File: config.mk
export PLATFORM = sky130hd
export DESIGN_NAME = ex_muldiv_ctrl
export DESIGN_NICKNAME = d
export VERILOG_FILES = /design/src/rtl/rv32i_types.sv /design/src/rtl/muldiv_iter.sv /design/src/rtl/ex_muldiv_ctrl.sv
export SDC_FILE = /design/constraint.sdc
export NUM_CORES = 1
export LEC_CHECK = 0
export ABC_AREA = 1
export CELL_PAD_IN_SITES_DETAIL_PLACEMENT = 1
export CELL_PAD_IN_SITES_GLOBAL_PLACEMENT = 1
export CORE_ASPECT_RATIO = 0.6
export CORE_MARGIN = 2
export CORE_UTILIZATION = 31
export DETAILED_ROUTE_END_ITERATION = 10
export PLACE_DENSITY = 0.63
export SYNTH_ARGS = -nofsm -noshare
export SYNTH_HDL_FRONTEND = slang
export SYNTH_SLANG_ARGS = --single-unit
File: constraint.sdc
create_clock -name clk -period 8.2 [get_ports clk]
set_clock_uncertainty 0.15 [all_clocks]
set_input_delay 1.23 -clock clk [delete_from_list [all_inputs] [get_ports clk]]
set_output_delay 1.23 -clock clk [all_outputs]
set_load 0.005 [all_outputs]
File: src/rtl/rv32i_types.sv
// Shared RV32 M-extension types: op encoding, multiply/divide FSM states and iteration count.
package rv32i_types;

    typedef enum logic [2:0] {
        FnMul    = 3'b000,
        FnMulh   = 3'b001,
        FnMulhsu = 3'b010,
        FnMulhu  = 3'b011,
        FnDiv    = 3'b100,
        FnDivu   = 3'b101,
        FnRem    = 3'b110,
        FnRemu   = 3'b111
    } muldiv_funct3_t;

    typedef enum logic [1:0] {
        StIdle,
        StBusy,
        StDone
    } muldiv_state_t;

    localparam int unsigned MULDIV_ITERS = 32;

endpackage

File: src/rtl/muldiv_iter.sv
// Radix-2 datapath: shift-add multiply or restoring divide, one step per enabled cycle.
// The upper half of acc is the partial product / remainder, the lower half the shift register.
module muldiv_iter #(
    parameter int unsigned WIDTH = 32
) (
    input  logic                 clk,
    input  logic                 rst,
    input  logic                 load,
    input  logic                 step,
    input  logic                 is_div,
    input  logic [WIDTH-1:0]     init_lo,
    input  logic [WIDTH-1:0]     operand,
    output logic [2*WIDTH-1:0]   acc_next
);

    logic [2*WIDTH-1:0] acc_q;
    logic [WIDTH-1:0]   opnd_q;
    logic [WIDTH:0]     mul_sum;
    logic [WIDTH:0]     rem_sh;
    logic [WIDTH-1:0]   rem_diff;

    always_comb begin
        mul_sum  = {1'b0, acc_q[2*WIDTH-1:WIDTH]} + (acc_q[0] ? {1'b0, opnd_q} : '0);
        rem_sh   = {acc_q[2*WIDTH-1:WIDTH], acc_q[WIDTH-1]};
        // Only used when rem_sh >= divisor, so the difference always fits in WIDTH bits.
        rem_diff = rem_sh[WIDTH-1:0] - opnd_q;
        if (is_div) begin
            if (rem_sh >= {1'b0, opnd_q}) begin
                acc_next = {rem_diff, acc_q[WIDTH-2:0], 1'b1};
            end else begin
                acc_next = {rem_sh[WIDTH-1:0], acc_q[WIDTH-2:0], 1'b0};
            end
        end else begin
            acc_next = {mul_sum, acc_q[WIDTH-1:1]};
        end
    end

    always_ff @(posedge clk or negedge rst) begin
        if (!rst) begin
            acc_q  <= '0;
            opnd_q <= '0;
        end else if (load) begin
            acc_q  <= {{WIDTH{1'b0}}, init_lo};
            opnd_q <= operand;
        end else if (step) begin
            acc_q  <= acc_next;
        end
    end

endmodule

File: src/rtl/ex_muldiv_ctrl.sv
// EX-stage RV32M sequencer: latches an op, runs the 32-step engine (or the divide fast path),
// stalls the front of the pipe while working and presents the result in a one-cycle done slot.
module ex_muldiv_ctrl
    import rv32i_types::*;
#(
    parameter int unsigned WIDTH = 32
) (
    input  logic             clk,
    input  logic             rst,
    input  logic             req,
    input  logic [2:0]       funct3,
    input  logic [WIDTH-1:0] op_a,
    input  logic [WIDTH-1:0] op_b,
    input  logic             flush,
    output logic             stall,
    output logic             busy,
    output logic             done,
    output logic [WIDTH-1:0] result
);

    localparam int unsigned CNT_W = $clog2(MULDIV_ITERS);
    localparam logic [CNT_W-1:0] LAST_CNT = CNT_W'(MULDIV_ITERS - 1);
    localparam logic [WIDTH-1:0] ONES = '1;
    localparam logic [WIDTH-1:0] MIN_NEG = {1'b1, {(WIDTH-1){1'b0}}};

    muldiv_state_t  state_q;
    muldiv_funct3_t fn, fn_q;
    logic [CNT_W-1:0] count_q;
    logic             neg_q;
    logic [WIDTH-1:0] result_q;

    logic             is_div, neg_a, neg_b, neg_in, fast;
    logic [WIDTH-1:0] a_mag, b_mag, fast_res, qr, final_res;
    logic [2*WIDTH-1:0] acc_next, prod;
    logic             iter_load, iter_step;

    always_comb begin
        fn     = muldiv_funct3_t'(funct3);
        is_div = funct3[2];
        neg_a  = (fn inside {FnMulh, FnMulhsu, FnDiv, FnRem}) & op_a[WIDTH-1];
        neg_b  = (fn inside {FnMulh, FnDiv, FnRem}) & op_b[WIDTH-1];
        a_mag  = neg_a ? -op_a : op_a;
        b_mag  = neg_b ? -op_b : op_b;
        // Remainder follows the dividend's sign; everything else follows the sign product.
        neg_in = (is_div && funct3[1]) ? neg_a : (neg_a ^ neg_b);

        fast     = 1'b0;
        fast_res = '0;
        if (is_div && op_b == '0) begin
            fast     = 1'b1;
            fast_res = funct3[1] ? op_a : ONES;
        end else if ((fn == FnDiv || fn == FnRem) && op_a == MIN_NEG && op_b == ONES) begin
            fast     = 1'b1;
            fast_res = funct3[1] ? '0 : MIN_NEG;
        end
    end

    always_comb begin
        prod = neg_q ? -acc_next : acc_next;
        qr   = fn_q[1] ? acc_next[2*WIDTH-1:WIDTH] : acc_next[WIDTH-1:0];
        if (fn_q[2]) begin
            final_res = neg_q ? -qr : qr;
        end else if (fn_q == FnMul) begin
            final_res = prod[WIDTH-1:0];
        end else begin
            final_res = prod[2*WIDTH-1:WIDTH];
        end
    end

    assign iter_load = (state_q == StIdle) & req & ~flush & ~fast;
    assign iter_step = (state_q == StBusy) & ~flush;

    muldiv_iter #(
        .WIDTH (WIDTH)
    ) u_iter (
        .clk      (clk),
        .rst      (rst),
        .load     (iter_load),
        .step     (iter_step),
        .is_div   (fn_q[2]),
        .init_lo  (is_div ? a_mag : b_mag),
        .operand  (is_div ? b_mag : a_mag),
        .acc_next (acc_next)
    );

    always_ff @(posedge clk or negedge rst) begin
        if (!rst) begin
            state_q  <= StIdle;
            count_q  <= '0;
            fn_q     <= FnMul;
            neg_q    <= 1'b0;
            result_q <= '0;
        end else if (flush) begin
            state_q <= StIdle;
        end else begin
            unique case (state_q)
                StIdle: begin
                    if (req) begin
                        fn_q    <= fn;
                        neg_q   <= neg_in;
                        count_q <= '0;
                        if (fast) begin
                            result_q <= fast_res;
                            state_q  <= StDone;
                        end else begin
                            state_q  <= StBusy;
                        end
                    end
                end
                StBusy: begin
                    count_q <= count_q + 1'b1;
                    // Final step: load the sign-corrected result so it is valid during DONE.
                    if (count_q == LAST_CNT) begin
                        result_q <= final_res;
                        state_q  <= StDone;
                    end
                end
                StDone:  state_q <= StIdle;
                default: state_q <= StIdle;
            endcase
        end
    end

    assign stall  = rst & req & (state_q != StDone);
    assign busy   = (state_q == StBusy);
    assign done   = (state_q == StDone);
    assign result = result_q;

endmodule

== Yosys cells after proc, flatten, opt, wreduce, memory -nomap -nowiden ==
Cells that the tools add are included.
Storage, ports and cells
  bits in registers: 139
  input port bits: 71
  output and inout port bits: 35
  logic and storage cells: 89
Operators by class
  $add $sub $neg: 7
  order comparisons: 1
  eq/ne operators: 15
  muxes and demuxes: 32
  bitwise operators: 11
  reduce and logical (&&, ||, !) cells: 16
Operators with widths (number)
  32-bit 2-to-1 mux: 16
  64-bit 2-to-1 mux: 5
  32-bit negator: 3
  32-bit equality test, second input constant: 2
  64-bit negator: 1
  32-bit case mux with 2 select lines: 1
  32-bit by 33-bit adder with 33-bit output: 1
  33-bit by 32-bit >= comparator with 1-bit output: 1
  32-bit logical NOT: 1
  32-bit subtractor: 1
  5-bit case mux with 2 select lines: 1
  1-bit AND: 8
  2-bit 2-to-1 mux: 4
  3-bit equality test, second input constant: 2
  2-bit != test, second input constant: 3
  3-bit AND reduction: 2
  5-bit by 1-bit adder with 5-bit output, second input constant: 1
  5-bit equality test, second input constant: 1
  5-bit 2-to-1 mux: 1
  5-bit AND reduction: 1
  1-bit logical AND: 4
  2-bit case mux with 2 select lines: 1
  2-bit nonzero test: 2
  4-bit nonzero test: 1
  15 further kinds: 18

== Depth between registers and ports, before layout ==
  word-level depth: 10
  depth in mapped cells: 35

== Hierarchy ==
Synthesis repeated with hierarchy kept, for this count alone.
Second synthesis, totals
  cell total of the unflattened synthesis: 3618
  area total of the unflattened synthesis: 19845.3 µm²
Modules (own cells, without submodules)
  muldiv_iter: instances 1, cells an instance 1684, area each 10128.5 µm²
  ex_muldiv_ctrl: instances 1, cells an instance 1934, area each 9716.8 µm²

== Worst setup path after synthesis ==
OpenSTA, ideal clock, no wires.
  path kind: reg-to-reg
  start: register u_iter.acc_q[38]
  end: register result_q[4] (netlist: result[4])
  arrival: 3.667 ns
  slack: 4.306 ns
  stages on the path, launching flop included: 34
  path buffers: 1
  clock period less this slack: 3.894 ns
  cells stage by stage: dfrtp_1 > ha_1 > nand2_1 > inv_1 > nand2_1 > nand2_1 > inv_2 > nand3_4 > nand2_4 > nand2_4 > nand2_4 > nand2_4 > buf_12 > a21boi_4 > ha_1 > nand3_1 > nor2_2 > nand2_1 > nor2_2 > nand3_2 > nor2_2 > nand4_1 > nor2_2 > nand2_2 > nor2_2 > inv_1 > nand2_2 > nand2_2 > nor2_4 > xor2_1 > nor2_1 > o21ai_1 > nand2_1 > a21boi_1
On the way
  word-level cells in the longest chain between the ends: 9
  elaborated cells between the ends (all ways): 12
  those cells by class: add/sub: 2; order compare: 1; mux: 9
Ends and longest elaborated chain
  from (decl): line muldiv_iter.sv:16  | logic [2*WIDTH-1:0] acc_q;
  from (signal assigned): line muldiv_iter.sv:43  | acc_q <= {{WIDTH{1'b0}}, init_lo};
  from (signal assigned): line muldiv_iter.sv:46  | acc_q <= acc_next;
  33-bit by 32-bit >= comparator with 1-bit output *: line muldiv_iter.sv:28  | if (rem_sh >= {1'b0, opnd_q}) begin
  64-bit 2-to-1 mux *: line muldiv_iter.sv:28
  64-bit 2-to-1 mux *: line muldiv_iter.sv:27  | if (is_div) begin
  64-bit negator / 32-bit 2-to-1 mux (equally long branches): line ex_muldiv_ctrl.sv:59, ex_muldiv_ctrl.sv:60
  64-bit 2-to-1 mux / 32-bit negator (equally long branches): line ex_muldiv_ctrl.sv:59, ex_muldiv_ctrl.sv:62
  32-bit 2-to-1 mux (on tied branches): line ex_muldiv_ctrl.sv:63, ex_muldiv_ctrl.sv:62
  32-bit 2-to-1 mux *: line ex_muldiv_ctrl.sv:61  | if (fn_q[2]) begin
  32-bit 2-to-1 mux *: line ex_muldiv_ctrl.sv:113  | if (count_q == LAST_CNT) begin
  32-bit case mux with 2 select lines *: line ex_muldiv_ctrl.sv:96  | unique case (state_q)
  to (signal assigned): line ex_muldiv_ctrl.sv:103  | result_q <= fast_res;
  to (signal assigned): line ex_muldiv_ctrl.sv:114  | result_q <= final_res;
  to (decl): line ex_muldiv_ctrl.sv:30  | logic [WIDTH-1:0] result_q;
Mark *: on every way between the ends. The rest lies on a longest branch, timed or not. The select of a mux whose other input is x is not followed.
A chain may end at the register's enable or synchronous reset.

== Worst setup path in the final report ==
  start: register u_iter.acc_q[40]
  end: register result_q[30] (netlist: result[30])
On the way
  word-level cells in the longest chain between the ends: 9
  elaborated cells between the ends (all ways): 14
  those cells by class: add/sub: 4; order compare: 1; mux: 9
Ends and longest elaborated chain (line)
  32-bit subtractor / 33-bit by 32-bit >= comparator with 1-bit output (equally long branches): muldiv_iter.sv:26, muldiv_iter.sv:28
  64-bit 2-to-1 mux: muldiv_iter.sv:28
  64-bit 2-to-1 mux *: muldiv_iter.sv:27
  64-bit negator / 32-bit 2-to-1 mux (equally long branches): ex_muldiv_ctrl.sv:59, ex_muldiv_ctrl.sv:60
  64-bit 2-to-1 mux / 32-bit negator (equally long branches): ex_muldiv_ctrl.sv:59, ex_muldiv_ctrl.sv:62
  32-bit 2-to-1 mux (on tied branches): ex_muldiv_ctrl.sv:63, ex_muldiv_ctrl.sv:62
  32-bit 2-to-1 mux *: ex_muldiv_ctrl.sv:61
  32-bit 2-to-1 mux *: ex_muldiv_ctrl.sv:113
  32-bit case mux with 2 select lines *: ex_muldiv_ctrl.sv:96
Marks and branches as above.

==> results.md <==
* FFs w/ async S/R, synth at 1.00
* Reg area at 0.00348 mm²
* Via count at 24200
* EDFF count, synth at 0
* Port-buffer cells at 105
* Post-layout util at 0.353
* Initial core utilization at 0.313
* Final setup fails at 0
* Gr ovfl total at 0
* Critical Path End: result[30]
* RSZ-0062 raised after global routing: false
* Multi-input logic area at 0.0133 mm²
* Layout area overhead at 12.6%
* WP data required at 8.43 ns
* Power Dens Cells at 475 mW/mm²
* Kind of critical path: flop to flop
* Antenna violations before repair at 6
* Yosys cell types at 63
* Hold_sp: result[28]
* HPWL Detailed at 96600 µm
* ANT nets after route at 0
* Startpoint Class: flop
* Detailed Route WL at 116000 µm
* Post-CTS Resized at 0
* Instance count on the critical path at 28
* Syn_area_per_cell at 5.71 µm²
* Post-DR vias/cell at 5.73
* Initial DRC Count at 3222
* Worst reg2reg path depth at 28
* Register area share after synthesis at 0.182
* Root Buffer: clkbuf_16
* CTS Sinks at 139
* Post-synth top flop: dfrtp_1
* Max_slew headroom at 0.0507
* Die ar. at 0.0637 mm²
* Post-Syn Area at 0.0191 mm²
* Post-Layout Inst Area at 0.0215 mm²
* Slowest-stage cell, CP: nor2_4
* Vias in the first global route at 23400
* CTS Buf Count at 17
* HP Class: flop to flop
* MaxCap Viol Count at 0
* DRT Pass-1 Iters at 5
* Total Power at 10.2 mW
* Reg2reg setup slack at 1.88 ns
* Maximum vdd drop at 0.216 mV
* Fmax at 158 MHz
* H-tree Lvls at 4
* Largest net degree at the start of global routing at 78
* Share of cells above drive strength 1 at 0.0696
* Die H at 196 µm
* Clk buf depth at 2
* Total track usage at 0.358
* Core area at 0.0610 mm²
* Post-cts hold buffer count at 0
* Cells after Synth at 3349
* WP buf/inv at 0
* Status: finished clean
* Setup crit start: u_iter.acc_q[40]
* Fill cells at 8190
* R2R Path Start: u_iter.acc_q[40]
* CP Data Arrival Time at 6.55 ns
* Final Hold Vio Count at 0
* FF-to-FF End: result[30]
* Ports at 106
* Clk slew on worst S/H paths at 0.07 ns
* Worst-Margin Slew at 1.41 ns
* Crit path time final at 6.32 ns
* CTS tree: yes
* FF+latch count, synth at 139
* CP endpoint kind: flop
* Maximum fanout along the worst path at 41
* Final nets at 3522
* Die X at 325 µm
* Commonest non-fill, non-tap cell in the layout: nand2_1
* DP Area at 0.0208 mm²
* Lkg Pwr at 10.8 nW
* DRC viols at 0
* CP dominant cell by count: nand2_1
* RePlAce Congestion at 1.03
* Routed len/inst at 27.5 µm
* Final period util at 0.771
* Max-slew violations at 0
* Worst-Skew Late Latency at 0.48 ns
* Setup TNS at 0 ns
* Commonest cells after routing, fill and taps aside: 1027 x nand2_1, 460 x inv_1, 321 x nand3_1
* Post-CTS setup buffers at 0
* First-pass GRT wire length at 166000 µm
* Syn Nets at 3493
* Warning count from the yosys run at 0
* Max incr delay on CP at 0.82 ns
* Row cnt at 70
* Delay-heaviest family, CP: simple AND/OR/NAND/NOR gates
-- how the worst min path moves through the flow --
stage,cells after the start,end,slack (ns)
detailed placement,2,result[28],0.34
floorplan,2,fn_q[0],0.30
CTS,2,result[28],0.36
global route,2,result[28],0.39
global placement,2,result[29],0.32
finish,2,result[28],0.35
-- stage by stage --
| step | hold slack, ns | instances | worst slack [ns] |
|---|---|---|---|
| final | 0.350 | 4221 | 1.88 |
| after CTS | 0.358 | 4219 | 2.21 |
| after global placement | 0.318 | 4187 | 2.39 |
| after detailed placement | 0.340 | 4187 | 2.24 |
| after global routing | 0.391 | 4219 | 1.71 |
| after floorplan | 0.304 | 3349 | 4.31 |
-- cells by family (layout without fill, tap and decap cells) --
family,Yosys count,in the layout,share of synthesized area
compound gates,515,515,0.158
simple gates,1933,1933,0.445
xor+xnor,92,92,0.0422
buf+inv,597,639,0.125
fa+ha+maj,73,73,0.0486
other cells,0,2,0
flops,139,139,0.182
-- cell type report --
| cell class | instances | share of cell area |
|---|---|---|
| flip-flops and latches | 139 | 0.162 |
| repair buffers | 134 | 0.0588 |
| multi-input cells | 2613 | 0.617 |
| diodes | 2 | 0.000233 |
| well taps | 828 | 0.0482 |
| inverters | 473 | 0.0825 |
| clock inverters | 9 | 0.00843 |
| clock buffers | 23 | 0.0232 |
-- power breakdown --
| group | switching (mW) | leakage, nW | internal, mW |
|---|---|---|---|
| sequential | 0.338 | 1.71 | 0.965 |
| combinational | 5.87 | 8.79 | 2.08 |
| clock | 0.377 | 0.322 | 0.582 |
| total | 6.58 | 10.8 | 3.63 |
-- worst min-delay path, stage by stage, from the launching register on --
cell,delay [ns]
dfrtp_1,0.35
nand2_1,0.06
nand2_1,0.06
-- flip-flops by register name (all words and copies together) (netlist names) --
name / flops
neg_q: 1
count_q: 5
u_iter.acc_q: 64
result: 32
state_q: 2
fn_q: 3
u_iter.opnd_q: 32
-- metal layers --
metal / vias to the layer above / GRT usage / share of wire
li1: 10800 / - / -
met1: 12100 / 0.567 / 0.50
met2: 1197 / 0.440 / 0.35
met3: 108 / 0.125 / 0.13
met4: 6 / 0.0756 / 0.019
met5: - / 0 / 0.00030
-- synth_stat cells (6+ instances only) --
master | n | area [µm²]
a21oi_1 | 150 | 751
nand2_1 | 1027 | 3850
clkbuf_1 | 70 | 263
o21bai_1 | 11 | 82.6
o21ai_1 | 20 | 100
inv_2 | 9 | 33.8
nor2_2 | 28 | 175
buf_4 | 7 | 52.6
o21a_1 | 11 | 82.6
o22ai_1 | 37 | 231
nor2_4 | 6 | 67.6
buf_2 | 27 | 135
nand3_2 | 14 | 140
inv_1 | 462 | 1730
a21boi_1 | 20 | 150
nor4_1 | 12 | 75.1
nand3b_1 | 16 | 120
o21ai_2 | 10 | 87.6
nor2_1 | 311 | 1170
nand3_1 | 321 | 1610
o21ai_0 | 181 | 906
ha_1 | 71 | 888
o221ai_1 | 13 | 114
buf_1 | 10 | 37.5
or2_2 | 45 | 282
nand2_2 | 31 | 194
o211ai_1 | 24 | 180
nand2_4 | 7 | 78.8
buf_6 | 8 | 90.1
a31oi_1 | 9 | 56.3
nand4_1 | 56 | 350
nor3_1 | 42 | 210
xnor2_1 | 16 | 140
dfrtp_1 | 139 | 3480
xor2_1 | 76 | 666
Power figures use the tool's default switching activity.
